==> src/rtl/td100_pkg.sv <==
// ---------------------------------------------------------------------------
// td100_pkg
//   Shared definitions for the TD100 delay-line monitor.
//   - td100State_e : monitor FSM states
//   - TD100_NTAPS  : default number of delay-line taps
//   - TD100_CNT_W  : default width of the cycle counter and of each delay field
//   - getDelay()   : pulls one tap's delay field out of the packed delay bus
// ---------------------------------------------------------------------------
package td100_pkg;

    localparam int TD100_NTAPS = 5;
    localparam int TD100_CNT_W = 8;

    typedef enum logic [1:0] {
        IDLE    = 2'd0,
        ARMED   = 2'd1,
        MEASURE = 2'd2,
        DONE    = 2'd3
    } td100State_e;

    // Tap i sits at bits [i*CNT_W +: CNT_W] of the packed delay bus.
    function automatic logic [TD100_CNT_W-1:0] getDelay(
        input logic [TD100_NTAPS*TD100_CNT_W-1:0] delayBus,
        input int unsigned                        tapIdx
    );
        return delayBus[tapIdx*TD100_CNT_W +: TD100_CNT_W];
    endfunction

endpackage

==> src/rtl/td100_sync_edge.sv <==
// ---------------------------------------------------------------------------
// td100_sync_edge
//   Two-flop synchronizer for one asynchronous input, followed by a history
//   register that turns the synchronized level into a one-cycle edge pulse.
//   The RISING parameter picks the edge: 1 = rising, 0 = falling.
//
//   Ports:
//     clk      in   system clock
//     reset_n  in   asynchronous active-low reset
//     async_i  in   asynchronous input level
//     edge_o   out  one-cycle pulse on the selected edge of the synced level
// ---------------------------------------------------------------------------
module td100_sync_edge #(
    parameter bit RISING = 1'b1
) (
    input  logic clk,
    input  logic reset_n,
    input  logic async_i,
    output logic edge_o
);

    logic syncMeta_q;
    logic syncStable_q;
    logic history_q;

    // The first flop may go metastable; the second gives a clean level and
    // the third remembers last cycle's level for edge detection. All three
    // reset low, so an input that idles high (tap_n) cannot fake a falling
    // edge as it propagates in after reset.
    always_ff @(posedge clk or negedge reset_n) begin
        if (!reset_n) begin
            syncMeta_q   <= 1'b0;
            syncStable_q <= 1'b0;
            history_q    <= 1'b0;
        end else begin
            syncMeta_q   <= async_i;
            syncStable_q <= syncMeta_q;
            history_q    <= syncStable_q;
        end
    end

    assign edge_o = RISING ? (syncStable_q & ~history_q)
                           : (~syncStable_q & history_q);

endmodule

==> src/rtl/td100_monitor.sv <==
// ---------------------------------------------------------------------------
// td100_monitor
//   Synchronous receiver for a TD100-style five-tap delay line. After an arm
//   request it waits for the rising edge of the line input, then
//   timestamps the first active-low pulse on each tap in clock cycles. It
//   flags taps that fire out of order and measurements that time out. It
//   holds the results until the host acknowledges them.
//
//   Optional feature: define TD100_MON_WINDOW_EN to enable the per-tap
//   window check. Tap i is then expected at (i+1)*EXP_STEP +/- TOL cycles.
//   Without the macro, window_err stays 0.
//
//   Ports:
//     clk         in   system clock
//     reset_n     in   asynchronous active-low reset
//     start       in   delay-line input (async); rising edge starts a run
//     tap_n       in   tap outputs (async), active-low pulses
//     arm         in   one-cycle arm request, honoured in IDLE only
//     ack         in   one-cycle result release, honoured in DONE only
//     busy        out  high while ARMED or MEASURE
//     done        out  high while DONE
//     delay       out  per-tap latched count, tap i at [i*CNT_W +: CNT_W]
//     tap_seen    out  per-tap "edge captured" flag
//     timeout     out  the run ended on the TIMEOUT count
//     order_err   out  a tap fired after a higher-index tap
//     window_err  out  per-tap window violation
// ---------------------------------------------------------------------------
module td100_monitor
    import td100_pkg::*;
#(
    parameter int NTAPS    = TD100_NTAPS,
    parameter int CNT_W    = TD100_CNT_W,
    parameter int TIMEOUT  = 255,
    parameter int EXP_STEP = 2,
    parameter int TOL      = 1
) (
    input  logic                   clk,
    input  logic                   reset_n,
    input  logic                   start,
    input  logic [NTAPS-1:0]       tap_n,
    input  logic                   arm,
    input  logic                   ack,
    output logic                   busy,
    output logic                   done,
    output logic [NTAPS*CNT_W-1:0] delay,
    output logic [NTAPS-1:0]       tap_seen,
    output logic                   timeout,
    output logic                   order_err,
    output logic [NTAPS-1:0]       window_err
);

`ifdef TD100_MON_WINDOW_EN
    localparam bit WindowEn = 1'b1;
`else
    localparam bit WindowEn = 1'b0;
`endif

    localparam logic [CNT_W-1:0] TimeoutCnt = CNT_W'(TIMEOUT);

    td100State_e                 state_q, state_d;
    logic [CNT_W-1:0]            count_q, count_d;
    logic [NTAPS-1:0][CNT_W-1:0] delay_q, delay_d;
    logic [NTAPS-1:0]            seen_q, seen_d;
    logic                        timeout_q, timeout_d;
    logic                        orderErr_q, orderErr_d;
    logic [NTAPS-1:0]            winErr_q, winErr_d;

    logic                        startEdge;
    logic [NTAPS-1:0]            tapEdge;
    logic [NTAPS-1:0]            newCap;
    logic [NTAPS-1:0]            seenNow;

    // Start and every tap go through identical synchronizers, so their
    // latency is the same and cancels out of the measured delay.
    td100_sync_edge #(.RISING(1'b1)) u_startSync (
        .clk     (clk),
        .reset_n (reset_n),
        .async_i (start),
        .edge_o  (startEdge)
    );

    for (genvar t = 0; t < NTAPS; t++) begin : g_tapSync
        td100_sync_edge #(.RISING(1'b0)) u_tapSync (
            .clk     (clk),
            .reset_n (reset_n),
            .async_i (tap_n[t]),
            .edge_o  (tapEdge[t])
        );
    end

    // True when a delay of cnt lies outside the window expected for tap
    // tapIdx.
    function automatic logic outOfWindow(input int tapIdx, input logic [CNT_W-1:0] cnt);
        int expect_d;
        expect_d = (tapIdx + 1) * EXP_STEP;
        return (int'(cnt) < expect_d - TOL) || (int'(cnt) > expect_d + TOL);
    endfunction

    // Next-state and result logic. The counter reads 0 during the cycle
    // in which the start edge is seen, so a tap edge seen k cycles later
    // reads k. A capture in the cycle the count hits TIMEOUT still counts.
    // Only taps already captured in an earlier cycle (seen_q) can cause an
    // ordering error.
    always_comb begin
        state_d    = state_q;
        count_d    = count_q;
        delay_d    = delay_q;
        seen_d     = seen_q;
        timeout_d  = timeout_q;
        orderErr_d = orderErr_q;
        winErr_d   = winErr_q;
        newCap     = '0;
        seenNow    = seen_q;

        unique case (state_q)
            IDLE: begin
                if (arm) begin
                    state_d    = ARMED;
                    count_d    = '0;
                    delay_d    = '0;
                    seen_d     = '0;
                    timeout_d  = 1'b0;
                    orderErr_d = 1'b0;
                    winErr_d   = '0;
                end
            end

            ARMED: begin
                if (startEdge) begin
                    state_d = MEASURE;
                    count_d = CNT_W'(1);
                end
            end

            MEASURE: begin
                newCap  = tapEdge & ~seen_q;
                seenNow = seen_q | newCap;
                for (int i = 0; i < NTAPS; i++) begin
                    if (newCap[i]) begin
                        delay_d[i] = count_q;
                        for (int j = i + 1; j < NTAPS; j++) begin
                            if (seen_q[j]) begin
                                orderErr_d = 1'b1;
                            end
                        end
                        if (WindowEn && outOfWindow(i, count_q)) begin
                            winErr_d[i] = 1'b1;
                        end
                    end
                end
                seen_d = seenNow;

                if (&seenNow) begin
                    state_d = DONE;
                end else if (count_q == TimeoutCnt) begin
                    state_d   = DONE;
                    timeout_d = 1'b1;
                    if (WindowEn) begin
                        winErr_d = winErr_d | ~seenNow;
                    end
                end else begin
                    count_d = count_q + CNT_W'(1);
                end
            end

            DONE: begin
                if (ack) begin
                    state_d = IDLE;
                end
            end

            default: begin
                state_d = IDLE;
            end
        endcase
    end

    // State and result registers. Reset returns to IDLE and clears
    // everything at once, even in the middle of a measurement.
    always_ff @(posedge clk or negedge reset_n) begin
        if (!reset_n) begin
            state_q    <= IDLE;
            count_q    <= '0;
            delay_q    <= '0;
            seen_q     <= '0;
            timeout_q  <= 1'b0;
            orderErr_q <= 1'b0;
            winErr_q   <= '0;
        end else begin
            state_q    <= state_d;
            count_q    <= count_d;
            delay_q    <= delay_d;
            seen_q     <= seen_d;
            timeout_q  <= timeout_d;
            orderErr_q <= orderErr_d;
            winErr_q   <= winErr_d;
        end
    end

    assign busy       = (state_q == ARMED) || (state_q == MEASURE);
    assign done       = (state_q == DONE);
    assign delay      = delay_q;
    assign tap_seen   = seen_q;
    assign timeout    = timeout_q;
    assign order_err  = orderErr_q;
    assign window_err = winErr_q;

endmodule

==> config.mk <==
export PLATFORM = sky130hd
export DESIGN_NAME = td100_monitor
export DESIGN_NICKNAME = d
export VERILOG_FILES = /design/src/rtl/td100_pkg.sv /design/src/rtl/td100_sync_edge.sv /design/src/rtl/td100_monitor.sv
export SDC_FILE = /design/constraint.sdc
export NUM_CORES = 1
export LEC_CHECK = 0
export CAP_MARGIN = 0
export CORE_ASPECT_RATIO = 0.8
export CORE_UTILIZATION = 35
export DETAILED_ROUTE_END_ITERATION = 16
export GPL_ROUTABILITY_DRIVEN = 0
export PLACE_DENSITY_LB_ADDON = 0.05
export SLEW_MARGIN = 20
export SYNTH_ARGS = -nofsm -noshare
export SYNTH_HDL_FRONTEND = slang
export SYNTH_SLANG_ARGS = --single-unit
==> constraint.sdc <==
create_clock -name clk -period 3.1 [get_ports clk]
set_input_delay 0.31 -clock clk [delete_from_list [all_inputs] [get_ports clk]]
set_output_delay 0.31 -clock clk [all_outputs]
set_load 0.05 [all_outputs]
==> flow_summary.json <==
{
  "layout_common_cells": "75 x dfrtp_1, 57 x clkdlybuf4s50_1, 53 x nand2_1",
  "cts_resized": 0,
  "io_buffers": 58,
  "grt_setup_unrepaired": "false",
  "cts_tree": "yes",
  "die_area_um2": 8980,
  "gr-total-overflow": 0,
  "worstSetupEndpoint": "busy",
  "cts.sinks": 75,
  "clock_skew_ns": 0.00749,
  "syn_inst": 291,
  "multi_input_area_um2": 1040,
  "wl_um": 6920,
  "synth_compound_area_frac": 0.162,
  "die_h_um": 85.0,
  "ys_ff_latch": 75,
  "postSynthAreaPerCell_um2": 10.3,
  "grt_pass1_wl_um": 11600,
  "hold_buffers": 0,
  "setup.worst_path.class": "reg2out",
  "antenna_found_initial": 0,
  "wl_per_cell_um": 14.9,
  "die_w_um": 106,
  "yosysTopAreaCellShare": 0.623,
  "slew-limit-headroom": 0.381,
  "yosys.area_share.simple": 0.148,
  "num_io_pins": 64,
  "mostFrequentLayoutCell": "dfrtp_1",
  "worstPathCellList": "inv_1, ha_1, clkdlybuf4s50_1",
  "cpLargestDelayFamily": "buffers and inverters",
  "clock_latency_ns": 0.36,
  "final.min_clock_period_ns": 2.29,
  "hold_viol": 0,
  "endpoint_kind": "output port",
  "grt_start_max_net_pins": 76,
  "cp_slowest_stage_delay_ns": 0.82,
  "clk_path_buf_depth": 2,
  "cts_buffers": 9,
  "remaining_drc_errors": 0,
  "critPathRequiredTime_ns": 2.79,
  "reg2reg_slack_ns": 0.86,
  "firstDrtPassIters": 4,
  "setup_violations": 0,
  "layout-area-overhead-vs-synth_pct": 29.4,
  "startpoint": "state_q[1]",
  "yosysSeqAreaShare": 0.623,
  "cts.htree.levels": 3,
  "cp.depth": 3,
  "tightestPinTransition_ns": 0.928,
  "setup_tns_ns": 0,
  "ctsRootBufferMaster": "clkbuf_8",
  "fmax_mhz": 436,
  "max_cap_violations": 0,
  "nets": 366,
  "report.final.slew_viol_count": 0,
  "r2r-end": "count_q[5]",
  "r2r_cells": 7,
  "cp-start-kind": "register",
  "synth-xor-area-share": 0,
  "cp.arrival_ns": 1.98,
  "drt_iter0_drc": 104,
  "initial_core_util": 0.370,
  "synth.area.mux_share": 0.0108,
  "nFillCells": 807,
  "clkSlewWorstSetupHoldPaths_ns": 0.07,
  "fin_util": 0.479,
  "yosysTopAreaCell": "dfrtp_1",
  "wl_met1_um": 3590,
  "status": "completed",
  "worst-path-max-fanout": 4,
  "drive_above_1_share": 0.0590,
  "dr_wl_met3_um": 306,
  "slowest_stage": "clkdlybuf4s50_1",
  "core_area_um2": 8130,
  "path_buf_inv": 2,
  "rows": 29,
  "dr_total_vias": 2256,
  "synth_top_family_by_area": "compound AO/OA/AOI/OAI gates",
  "synth_area_um2": 3010,
  "p_leak_uw": 0.00168,
  "ant_nets": 0,
  "hold-worst-slack_ns": 0.0958,
  "post-route-period-util": 0.740,
  "hpwlAfterDp_um": 4790,
  "vias_per_cell": 4.86,
  "peakVddDrop_v": 0.000623,
  "grt_pass1_vias": 2144,
  "num_antenna_cells": 0,
  "yosys_warnings": 0,
  "r2r_start": "count_q[0]",
  "grt.total_usage": 0.173,
  "min_path_type": "in2async",
  "wl_met2_um": 2920,
  "ys_types": 31,
  "register_area_um2": 1880,
  "topRoutingLayerUsed": "met4",
  "cts_setup_buffers": 0,
  "synthTopCellsByArea": "dfrtp_1 62%, o21ai_1 7.8%, nand2_1 6.6%",
  "pwr_density_cell_nw_per_um2": 810,
  "synth_fa_ha_area_frac": 0.0208
}
[cells in the mapped netlist, drive strengths merged]
| library cell | n |
|---|---|
| a211oi | 1 |
| a21oi | 10 |
| a2bb2oi | 2 |
| a31oi | 2 |
| and3 | 2 |
| buf | 7 |
| clkbuf | 10 |
| conb | 1 |
| dfrtp | 75 |
| ha | 5 |
| inv | 5 |
| mux2 | 2 |
| mux2i | 1 |
| nand2 | 53 |
| nand2b | 7 |
| nand3 | 9 |
| nand3b | 1 |
| nand4 | 1 |
| nor2 | 13 |
| nor2b | 8 |
| nor3 | 2 |
| nor4b | 1 |
| o211a | 1 |
| o21ai | 54 |
| o22ai | 3 |
| o31ai | 11 |
| o41ai | 2 |
| or2 | 1 |
| or3 | 1 |
[flip-flops by register name (all words and copies together), names as in the netlist]
register                          flops
count_q                               8
g_tapSync.u_tapSync.history_q         5
g_tapSync.u_tapSync.syncStable_q      5
u_startSync.syncMeta_q                1
order_err                             1
g_tapSync.u_tapSync.syncMeta_q        5
u_startSync.syncStable_q              1
delay                                40
u_startSync.history_q                 1
timeout                               1
tap_seen                              5
state_q                               2
[area by class of cell]
cell class / count / share of cell area
sequential: 75 / 0.482
multi-input combinational: 198 / 0.268
timing repair buffer: 62 / 0.156
clock buffer: 12 / 0.0424
tap: 108 / 0.0347
clock inverter: 4 / 0.0122
inverter: 5 / 0.00482
[how the worst min path moves through the flow]
stage	cells after the start	slack, ns	end	startpoint
2_1_floorplan	0	0.01	count_q[0]	reset_n
3_3_place_gp	0	0.34	u_startSync.syncStable_q	u_startSync.syncMeta_q
3_5_place_dp	0	0.34	g_tapSync[0].u_tapSync.syncStable_q	g_tapSync[0].u_tapSync.syncMeta_q
4_1_cts	1	0.13	g_tapSync[3].u_tapSync.syncMeta_q	reset_n
5_1_grt	1	0.19	g_tapSync[3].u_tapSync.syncMeta_q	reset_n
6_report	1	0.1	g_tapSync[1].u_tapSync.syncStable_q	reset_n
[per-layer routing]
metal  global-route usage  up-vias
li1                     -     1125
met1                0.255     1076
met2                0.235       45
met3               0.0553       10
met4               0.0644        0
met5                    0        -
[report_power, final]
part,leakage (uW),internal (uW),total (uW),switching (uW)
Clock,0.000108,435,784,350
Combinational,0.000573,335,1220,881
Sequential,0.000997,1070,1160,87.3
Total,0.00168,1840,3160,1320
[logic make-up after synthesis]
family                     Yosys count
other                                1
DFF                                 75
and+or+nand+nor                     99
muxes                                3
adders and majority gates            5
buffers and inverters               22
AOI/OAI and AO/OA                   86
[through the flow]
step,instances,setup WS (ns),power [uW],instance area [um^2]
CTS,464,0.774,3200,3900
floorplan,295,0.994,2050,3030
global route,464,0.696,3360,3900
global placement,448,0.813,2400,3680
detailed placement,448,0.705,2400,3680
finish,464,0.806,3160,3900
(Power assumes the default switching activity.)
